## config.mk

```make
export PLATFORM = sky130hd
export DESIGN_NAME = pe_stream_feeder
export DESIGN_NICKNAME = d
export VERILOG_FILES = /design/src/rtl/pe_stream_feeder.sv
export SDC_FILE = /design/constraint.sdc
export NUM_CORES = 1
export LEC_CHECK = 0
export BUFFER_PORTS_ARGS = -buffer_cell sky130_fd_sc_hd__buf_2
export CORE_MARGIN = 10
export CORE_UTILIZATION = 35
export CTS_CLUSTER_SIZE = 24
export DETAILED_ROUTE_END_ITERATION = 12
export PLACE_DENSITY = 0.6
export SKIP_CTS_REPAIR_TIMING = 1
export SLEW_MARGIN = 10
export SYNTH_ARGS = -nofsm -noshare
export SYNTH_HDL_FRONTEND = slang
export SYNTH_SLANG_ARGS = --single-unit
```

## constraint.sdc

```tcl
create_clock -name clk -period 3.7 [get_ports clk]
set_input_delay 0.74 -clock clk [delete_from_list [all_inputs] [get_ports clk]]
set_output_delay 0.74 -clock clk [all_outputs]
set_load 0.05 [all_outputs]
```

## src/rtl/pe_stream_feeder.sv

```systemverilog
// Multi-channel burst stream feeder for the PE array, with all-done post-delay start_psum_out pulse; optional per-channel checksum under PE_FEEDER_CHECKSUM_EN.
// Latency: first data_en one cycle after the accepted start edge; start_psum_out post_delay+1 cycles after all ch_done read 1.
// Backpressure: fifo_full[ch] gates data_en[ch] combinationally; the word and counters freeze while full, with no timeout.
module pe_stream_feeder #(
    parameter int NUM_CH     = 3,
    parameter int DATA_WIDTH = 16,
    parameter int CNT_WIDTH  = 8
) (
    input  logic                           clk,
    input  logic                           rst_n,
    input  logic                           start,
    input  logic                           abort,
    input  logic [NUM_CH-1:0]              cfg_ch_en,
    input  logic [NUM_CH*DATA_WIDTH-1:0]   cfg_base,
    input  logic [NUM_CH*CNT_WIDTH-1:0]    cfg_burst_len,
    input  logic [NUM_CH*CNT_WIDTH-1:0]    cfg_num_bursts,
    input  logic [NUM_CH*CNT_WIDTH-1:0]    cfg_gap,
    input  logic [CNT_WIDTH-1:0]           cfg_post_delay,
    input  logic [NUM_CH-1:0]              fifo_full,
    output logic [NUM_CH*DATA_WIDTH-1:0]   data_out,
    output logic [NUM_CH-1:0]              data_en,
    output logic [NUM_CH-1:0]              ch_done,
    output logic                           busy,
    output logic                           start_psum_out
`ifdef PE_FEEDER_CHECKSUM_EN
    ,
    output logic [NUM_CH*(DATA_WIDTH+CNT_WIDTH)-1:0] checksum
`endif
);

    localparam logic [CNT_WIDTH-1:0]  CNT_ONE  = {{(CNT_WIDTH-1){1'b0}}, 1'b1};
    localparam logic [DATA_WIDTH-1:0] DATA_ONE = {{(DATA_WIDTH-1){1'b0}}, 1'b1};

    typedef enum logic [1:0] {C_IDLE, C_BURST, C_GAP, C_DONE} ch_state_t;
    typedef enum logic [1:0] {G_IDLE, G_RUN, G_WAIT, G_PULSE} g_state_t;

    g_state_t              g_state;
    logic [CNT_WIDTH-1:0]  post_dly;
    logic [CNT_WIDTH-1:0]  dly_cnt;
    logic                  start_ok;

    // A start is only honoured from global idle, and abort always wins.
    assign start_ok = start & ~abort & (g_state == G_IDLE);

    for (genvar ch = 0; ch < NUM_CH; ch++) begin : gen_ch
        ch_state_t             state;
        logic [DATA_WIDTH-1:0] word;
        logic [CNT_WIDTH-1:0]  len_q, nb_q, gap_q;
        logic [CNT_WIDTH-1:0]  word_cnt, burst_cnt, gap_cnt;
        logic                  xfer;

        assign xfer = (state == C_BURST) & ~fifo_full[ch];
        assign data_en[ch] = xfer;
        assign ch_done[ch] = (state == C_DONE);
        assign data_out[ch*DATA_WIDTH +: DATA_WIDTH] = word;

        always_ff @(posedge clk or negedge rst_n) begin
            if (!rst_n) begin
                state     <= C_IDLE;
                word      <= '0;
                len_q     <= '0;
                nb_q      <= '0;
                gap_q     <= '0;
                word_cnt  <= '0;
                burst_cnt <= '0;
                gap_cnt   <= '0;
            end else if (abort) begin
                // word deliberately keeps its last value across an abort
                state     <= C_IDLE;
                word_cnt  <= '0;
                burst_cnt <= '0;
                gap_cnt   <= '0;
            end else if (start_ok) begin
                len_q     <= cfg_burst_len[ch*CNT_WIDTH +: CNT_WIDTH];
                nb_q      <= cfg_num_bursts[ch*CNT_WIDTH +: CNT_WIDTH];
                gap_q     <= cfg_gap[ch*CNT_WIDTH +: CNT_WIDTH];
                word_cnt  <= '0;
                burst_cnt <= '0;
                gap_cnt   <= '0;
                if (cfg_ch_en[ch] &&
                    cfg_burst_len[ch*CNT_WIDTH +: CNT_WIDTH] != '0 &&
                    cfg_num_bursts[ch*CNT_WIDTH +: CNT_WIDTH] != '0) begin
                    state <= C_BURST;
                    word  <= cfg_base[ch*DATA_WIDTH +: DATA_WIDTH];
                end else begin
                    state <= C_DONE;
                end
            end else begin
                case (state)
                    C_BURST: begin
                        if (xfer) begin
                            word <= word + DATA_ONE;
                            if (word_cnt == len_q - CNT_ONE) begin
                                word_cnt  <= '0;
                                burst_cnt <= burst_cnt + CNT_ONE;
                                if (burst_cnt == nb_q - CNT_ONE) begin
                                    state <= C_DONE;
                                end else if (gap_q != '0) begin
                                    state   <= C_GAP;
                                    gap_cnt <= '0;
                                end
                            end else begin
                                word_cnt <= word_cnt + CNT_ONE;
                            end
                        end
                    end
                    C_GAP: begin
                        if (gap_cnt == gap_q - CNT_ONE) begin
                            gap_cnt <= '0;
                            state   <= C_BURST;
                        end else begin
                            gap_cnt <= gap_cnt + CNT_ONE;
                        end
                    end
                    default: ;
                endcase
            end
        end

`ifdef PE_FEEDER_CHECKSUM_EN
        localparam int CS_W = DATA_WIDTH + CNT_WIDTH;
        logic [CS_W-1:0] sum;

        assign checksum[ch*CS_W +: CS_W] = sum;

        always_ff @(posedge clk or negedge rst_n) begin
            if (!rst_n) begin
                sum <= '0;
            end else if (abort || start_ok) begin
                sum <= '0;
            end else if (xfer) begin
                sum <= sum + CS_W'(word);
            end
        end
`endif
    end

    always_ff @(posedge clk or negedge rst_n) begin
        if (!rst_n) begin
            g_state        <= G_IDLE;
            post_dly       <= '0;
            dly_cnt        <= '0;
            busy           <= 1'b0;
            start_psum_out <= 1'b0;
        end else if (abort) begin
            g_state        <= G_IDLE;
            dly_cnt        <= '0;
            busy           <= 1'b0;
            start_psum_out <= 1'b0;
        end else begin
            start_psum_out <= 1'b0;
            case (g_state)
                G_IDLE: begin
                    if (start) begin
                        g_state  <= G_RUN;
                        post_dly <= cfg_post_delay;
                        busy     <= 1'b1;
                    end
                end
                G_RUN: begin
                    if (&ch_done) begin
                        dly_cnt <= '0;
                        if (post_dly == '0) begin
                            g_state        <= G_PULSE;
                            start_psum_out <= 1'b1;
                        end else begin
                            g_state <= G_WAIT;
                        end
                    end
                end
                G_WAIT: begin
                    if (dly_cnt == post_dly - CNT_ONE) begin
                        g_state        <= G_PULSE;
                        start_psum_out <= 1'b1;
                    end else begin
                        dly_cnt <= dly_cnt + CNT_ONE;
                    end
                end
                default: begin
                    g_state <= G_IDLE;
                    busy    <= 1'b0;
                end
            endcase
        end
    end

endmodule

```

# Word-level counts from Yosys, hierarchy flattened
# Index checks and enable logic that the tools add are counted.
[classes] eq_ne=47 magnitude_cmp=0 mul=0 n_addsub=23 bitwise=9 div=0 reduce_logical=58 muxes=111 shift=0
[op_table] cell="$mux 8" n=54
[op_table] cell="$mux 16" n=12
[op_table] cell="$add 8x1->8 const B" n=10
[op_table] cell="$eq 8x8->1" n=10
[op_table] cell="$sub 8x1->8 const B" n=10
[op_table] cell="$reduce_bool 8->1" n=9
[op_table] cell="$pmux 8 s2" n=4
[op_table] cell="$mux 2" n=28
[op_table] cell="$add 16x1->16 const B" n=3
[op_table] cell="$ne 4x4->1 const B" n=9
[op_table] cell="$reduce_and 5->1" n=6
[op_table] cell="$reduce_bool 3->1" n=10
[op_table] cell="$ne 4x3->1 const B" n=6
[op_table] cell="$reduce_and 3->1" n=7
[op_table] cell="$ne 5x3->1 const B" n=3
[op_table] cell="$eq 2x2->1 const B" n=7
[op_table] cell="$ne 3x3->1 const B" n=4
[op_table] cell="$pmux 2 s2" n=3
[op_table] cell="$reduce_and 4->1" n=3
[op_table] cell="$reduce_bool 2->1" n=6
[op_table] cell="$reduce_bool 4->1" n=3
[op_table] cell="$reduce_and 2->1" n=5
[op_table] cell="$eq 2x1->1 const B" n=4
[op_table] cell="$logic_not 8->1" n=1
[op_table] cell="9 further kinds" n=31
[word_totals] register_bits=218 latch_bits=0 output_inout_bits=56 n_memories=0 ramBits=0 input_bits=138 romBits=0 wordCells=277

# Logic depth before layout (Yosys ltp)
[depth] ltp_word=8 depth_mapped=11 ltp_nobuf=10

# Worst setup path after synthesis
# Ideal clock, no wire load.
[synth_path] path_type="reg-to-reg" from="reg gen_ch[0].nb_q[0]" to="reg gen_ch[0].state[0]" path_slack_ns=1.081 n_path_buf=0 required_ns=3.575 stages_incl_launch_ff=9 t_arrival_ns=2.494 setup_ns=0.125 synth_period_minus_slack_ns=2.619 cell_sequence="dfrtp_1 -> nor2_2 -> or4b_1 -> nand4bb_1 -> and3b_1 -> or4_4 -> a211oi_2 -> o21ai_2 -> mux2_4"
[synth_via] elab_chain_len=8 elab_cells_between_ends=10 cone_classes="add/sub (1); eq/ne (2); mux (6); reduce/logical (1)"
[synth_rtl] item="start, declared" line="48" source="logic [CNT_WIDTH-1:0] len_q, nb_q, gap_q;"
[synth_rtl] item="start signal, assigned" line="75" source="nb_q <= cfg_num_bursts[ch*CNT_WIDTH +: CNT_WIDTH];"
[synth_rtl] item="$sub 8x1->8 *" line="96" source="if (burst_cnt == nb_q - CNT_ONE) begin"
[synth_rtl] item="$eq 8x8->1 *" line="96"
[synth_rtl] item="$mux 2" line="96"
[synth_rtl] item="$mux 2" line="93" source="if (word_cnt == len_q - CNT_ONE) begin"
[synth_rtl] item="$mux 2" line="91" source="if (xfer) begin"
[synth_rtl] item="$pmux 2 s2" line="89" source="case (state)"
[synth_rtl] item="$mux 2" line="73" source="end else if (start_ok) begin"
[synth_rtl] item="$mux 2" line="67" source="end else if (abort) begin"
[synth_rtl] item="end signal, assigned" line="69" source="state <= C_IDLE;"
[synth_rtl] item="end signal, assigned" line="97" source="state <= C_DONE;"
[synth_rtl] item="end signal, assigned" line="99" source="state <= C_GAP;"
[synth_rtl] item="end, declared" line="46" source="ch_state_t state;"
# Every way passes the cells marked *; elsewhere a longest branch is shown, timed or not. The select of a mux whose other input is x is not followed.
# A chain may end at the register's enable or synchronous reset.

# Worst setup path in the final report
[layout_path] from="reg gen_ch[2].len_q[2]" to="reg gen_ch[2].gap_cnt[6]"
[layout_via] elab_chain_len=4
[layout_rtl] item="start, declared" line="48"
[layout_rtl] item="start signal, assigned" line="74" source="len_q <= cfg_burst_len[ch*CNT_WIDTH +: CNT_WIDTH];"
[layout_rtl] item="$sub 8x1->8" line="93"
[layout_rtl] item="$eq 8x8->1" line="93"
[layout_rtl] item="$ne 4x3->1 (no source line)"
[layout_rtl] item="$reduce_and 5->1 (no source line)"
[layout_rtl] item="end signal, assigned" line="112" source="gap_cnt <= gap_cnt + CNT_ONE;"
[layout_rtl] item="end, declared" line="49" source="logic [CNT_WIDTH-1:0] word_cnt, burst_cnt, gap_cnt;"
# No other way between the ends.

==> metrics.cfg <==
[finish]
drive_above_1_share = 0.161
fillers = 3793
syn_to_final_growth_pct = 18.9
finish.utilization = 0.420
fin_nets = 1949
finalNonFillerCells = 2306

[clocking]
clock_path_buffers = 3
clock-sinks = 218
cts_htree_levels = 1
cts_root_buffer = clkbuf_16
numCtsBuffers = 27
cts_tree = done
clkTransAtPathRegs_ns = 0.06
clock_latency_ns = 0.54

[setup_path]
cp.required_ns = 4.18
cp-start-kind = flop
endpoint_kind = flop
cp_slowest_cell = nor4_2
path_class = reg2reg
cp_max_fo = 11
critical_path.n_buffers_inverters = 1
worstPathCellList = or3_1, nor4_1, o2111ai_1, nor4_2, a21oi_1, a311oi_1, buf_4, and2_1, a22o_1
cpLargestDelayFamily = simple AND/OR/NAND/NOR gates
cp.arrival_ns = 3.42
max_stage_delay_ns = 0.53

[power_and_ir_drop]
switching_power_w = 0.00554
clockPowerShare = 0.224
p_int_w = 0.00684
comb_power_share = 0.444
total_power_w = 0.0124
switching_share = 0.448
power_density_nw_per_um2 = 787
vdd.ir_drop.worst_mv = 0.578
p_leak_nw = 7.33
power_frac_seq = 0.332

[synthesis]
avgSynthCellArea_um2 = 8.27
ys_async_sr_fraction = 1.00
synth_nets = 1776
ys_top_cells_by_count = nand2_1, dfrtp_1, a21oi_1
yosysWarningCount = 0
synth_top_cell_by_area = dfrtp_1
yosys.area.top_type_share = 0.412
ys_seq_area_frac = 0.412
synth_edf_count = 0
mappedNetlistArea_um2 = 13200
synthFlopType = dfrtp_1
synth.area.top_cells = dfrtp_1, nand2_1, a21oi_1
ys_ff_latch = 218
synth_cells = 1601
yosys.cell_types.count = 81
yosysMostFrequentCell = nand2_1

[timing]
slew_viol_final = 0
rsz0062_at_grt = no
fin_skew_ns = 0.00816
tightest_slew_ns = 1.02
finalHoldViolations = 0
fin_crit_ns = 2.94
maxSlewHeadroom = 0.310
hold_slack_ns = 0.188
setup_tns_ns = 0
fmax_mhz = 340
finalSetupViolations = 0
min_period_over_period = 0.796

[detailed_routing]
drt-initial-drc-count = 860
top_layer_used = met5
drc_errors = 0
wl_mm = 37.7
wl_met2_mm = 17.6
m1WireLength_mm = 17.3
vias_per_cell = 5.23
antenna_left = 0
drt_first_pass_iters = 5
dr_total_vias = 12100
wl_met3_mm = 1.65
route.detailed.wl_per_inst_um = 16.3

[die]
fp.dieH_um = 214
pin_count = 194
die_w_um = 214
core_um2 = 37500
num_rows = 71
start_util = 0.353
dieArea_um2 = 46000

[global_routing]
grt.overflow.total = 0
antenna_found_initial = 3
grt_pass1_wl_mm = 61.6
track_usage = 0.158
grt_pass1_vias = 11800
grt_max_degree = 81

[flow_run]
timing.max_cap.violations = 0

[placed_design]
numPortBuffers = 193
gp_congestion = 0.852
hpwl_mm = 27.8
dpl.cell_count = 2256

[worst_hold_path]
hp-class = in2async

[run_status]
run_status = complete, no violations

[routing by layer]
metal	vias to the layer above	global-route usage
met4	2	0.0477
met5	-	0
met2	277	0.260
li1	5960	-
met3	54	0.0257
met1	5767	0.209
[registers in the layout, summed over array words and instances, names as in the netlist]
| register | count |
|---|---|
| busy | 1 |
| dly_cnt | 8 |
| g_state | 2 |
| gen_ch.burst_cnt | 24 |
| gen_ch.gap_cnt | 24 |
| gen_ch.gap_q | 24 |
| gen_ch.len_q | 24 |
| gen_ch.nb_q | 24 |
| gen_ch.state | 6 |
| gen_ch.word | 48 |
| gen_ch.word_cnt | 24 |
| post_dly | 8 |
| start_psum_out | 1 |
[kinds of logic after synthesis]
kind of cell	after synthesis	synth area share
fa+ha+maj	37	0.0350
mux	12	0.00964
xor+xnor	121	0.0800
flops	218	0.412
compound gates	357	0.161
buf+inv	128	0.0380
simple gates	728	0.264
[placed cells by master (no fill, tap or decap), drive strengths merged, types with 28 or more instances in the layout]
master | synthesis | final
a21oi | 121 | 121
and3 | 34 | 34
buf | 14 | 215
clkbuf | 57 | 39
dfrtp | 218 | 218
ha | 37 | 37
inv | 57 | 57
nand2 | 331 | 331
nand3 | 72 | 72
nor2 | 89 | 89
nor3 | 29 | 29
nor4 | 28 | 28
o21ai | 115 | 115
xnor2 | 61 | 61
xor2 | 60 | 60
[per-stage QoR]
step           cell area [µm²]  worst slack [ns]
3_5_place_dp             14800             0.785
5_1_grt                  15700             0.492
6_report                 15700             0.755
4_1_cts                  15700             0.773
3_3_place_gp             14800             0.815
2_1_floorplan            13200              1.08
[cell type report]
type | instances | area [µm²] | share of cell area
clock inverters | 10 | 130 | 0.00827
diodes | 1 | 2.50 | 0.000159
clock buffers | 39 | 811 | 0.0515
inverters | 57 | 214 | 0.0136
multi-input cells | 1255 | 7320 | 0.465
well taps | 511 | 639 | 0.0406
repair buffers | 215 | 1170 | 0.0741
flip-flops and latches | 218 | 5460 | 0.347
[power by group through the flow]
stage               Sequential, W  Clock [W]  Combinational [W]
CTS                       0.00410    0.00286            0.00554
detailed placement        0.00412          0            0.00551
global placement          0.00410          0            0.00539
global route              0.00424    0.00294            0.00611
floorplan                 0.00480          0            0.00336
finish                    0.00410    0.00277            0.00550
[worst register-to-register path, cell delays in order, from the launching register on]
cell	delay, ns
dfrtp_1	0.45
or3_1	0.42
nor4_1	0.23
o2111ai_1	0.15
nor4_2	0.53
a21oi_1	0.17
a311oi_1	0.25
buf_4	0.21
and2_1	0.28
a22o_1	0.19
[final timing paths]
check	slack, ns	endpoint	cells after the start	start
worst min register to register	0.50	gen_ch[2].len_q[7]	2	gen_ch[2].len_q[7]
max in group asynchronous	2.67	gen_ch[2].nb_q[2]	2	rst_n
worst min-delay path	0.19	gen_ch[2].len_q[4]	1	rst_n
min in group clk	0.39	gen_ch[2].gap_q[7]	3	cfg_gap[23]
worst max-delay path	0.76	gen_ch[2].gap_cnt[6]	9	gen_ch[2].len_q[2]
worst max register to register	0.76	gen_ch[2].gap_cnt[6]	9	gen_ch[2].len_q[2]
No activity file was read; power rests on OpenSTA's default activity.
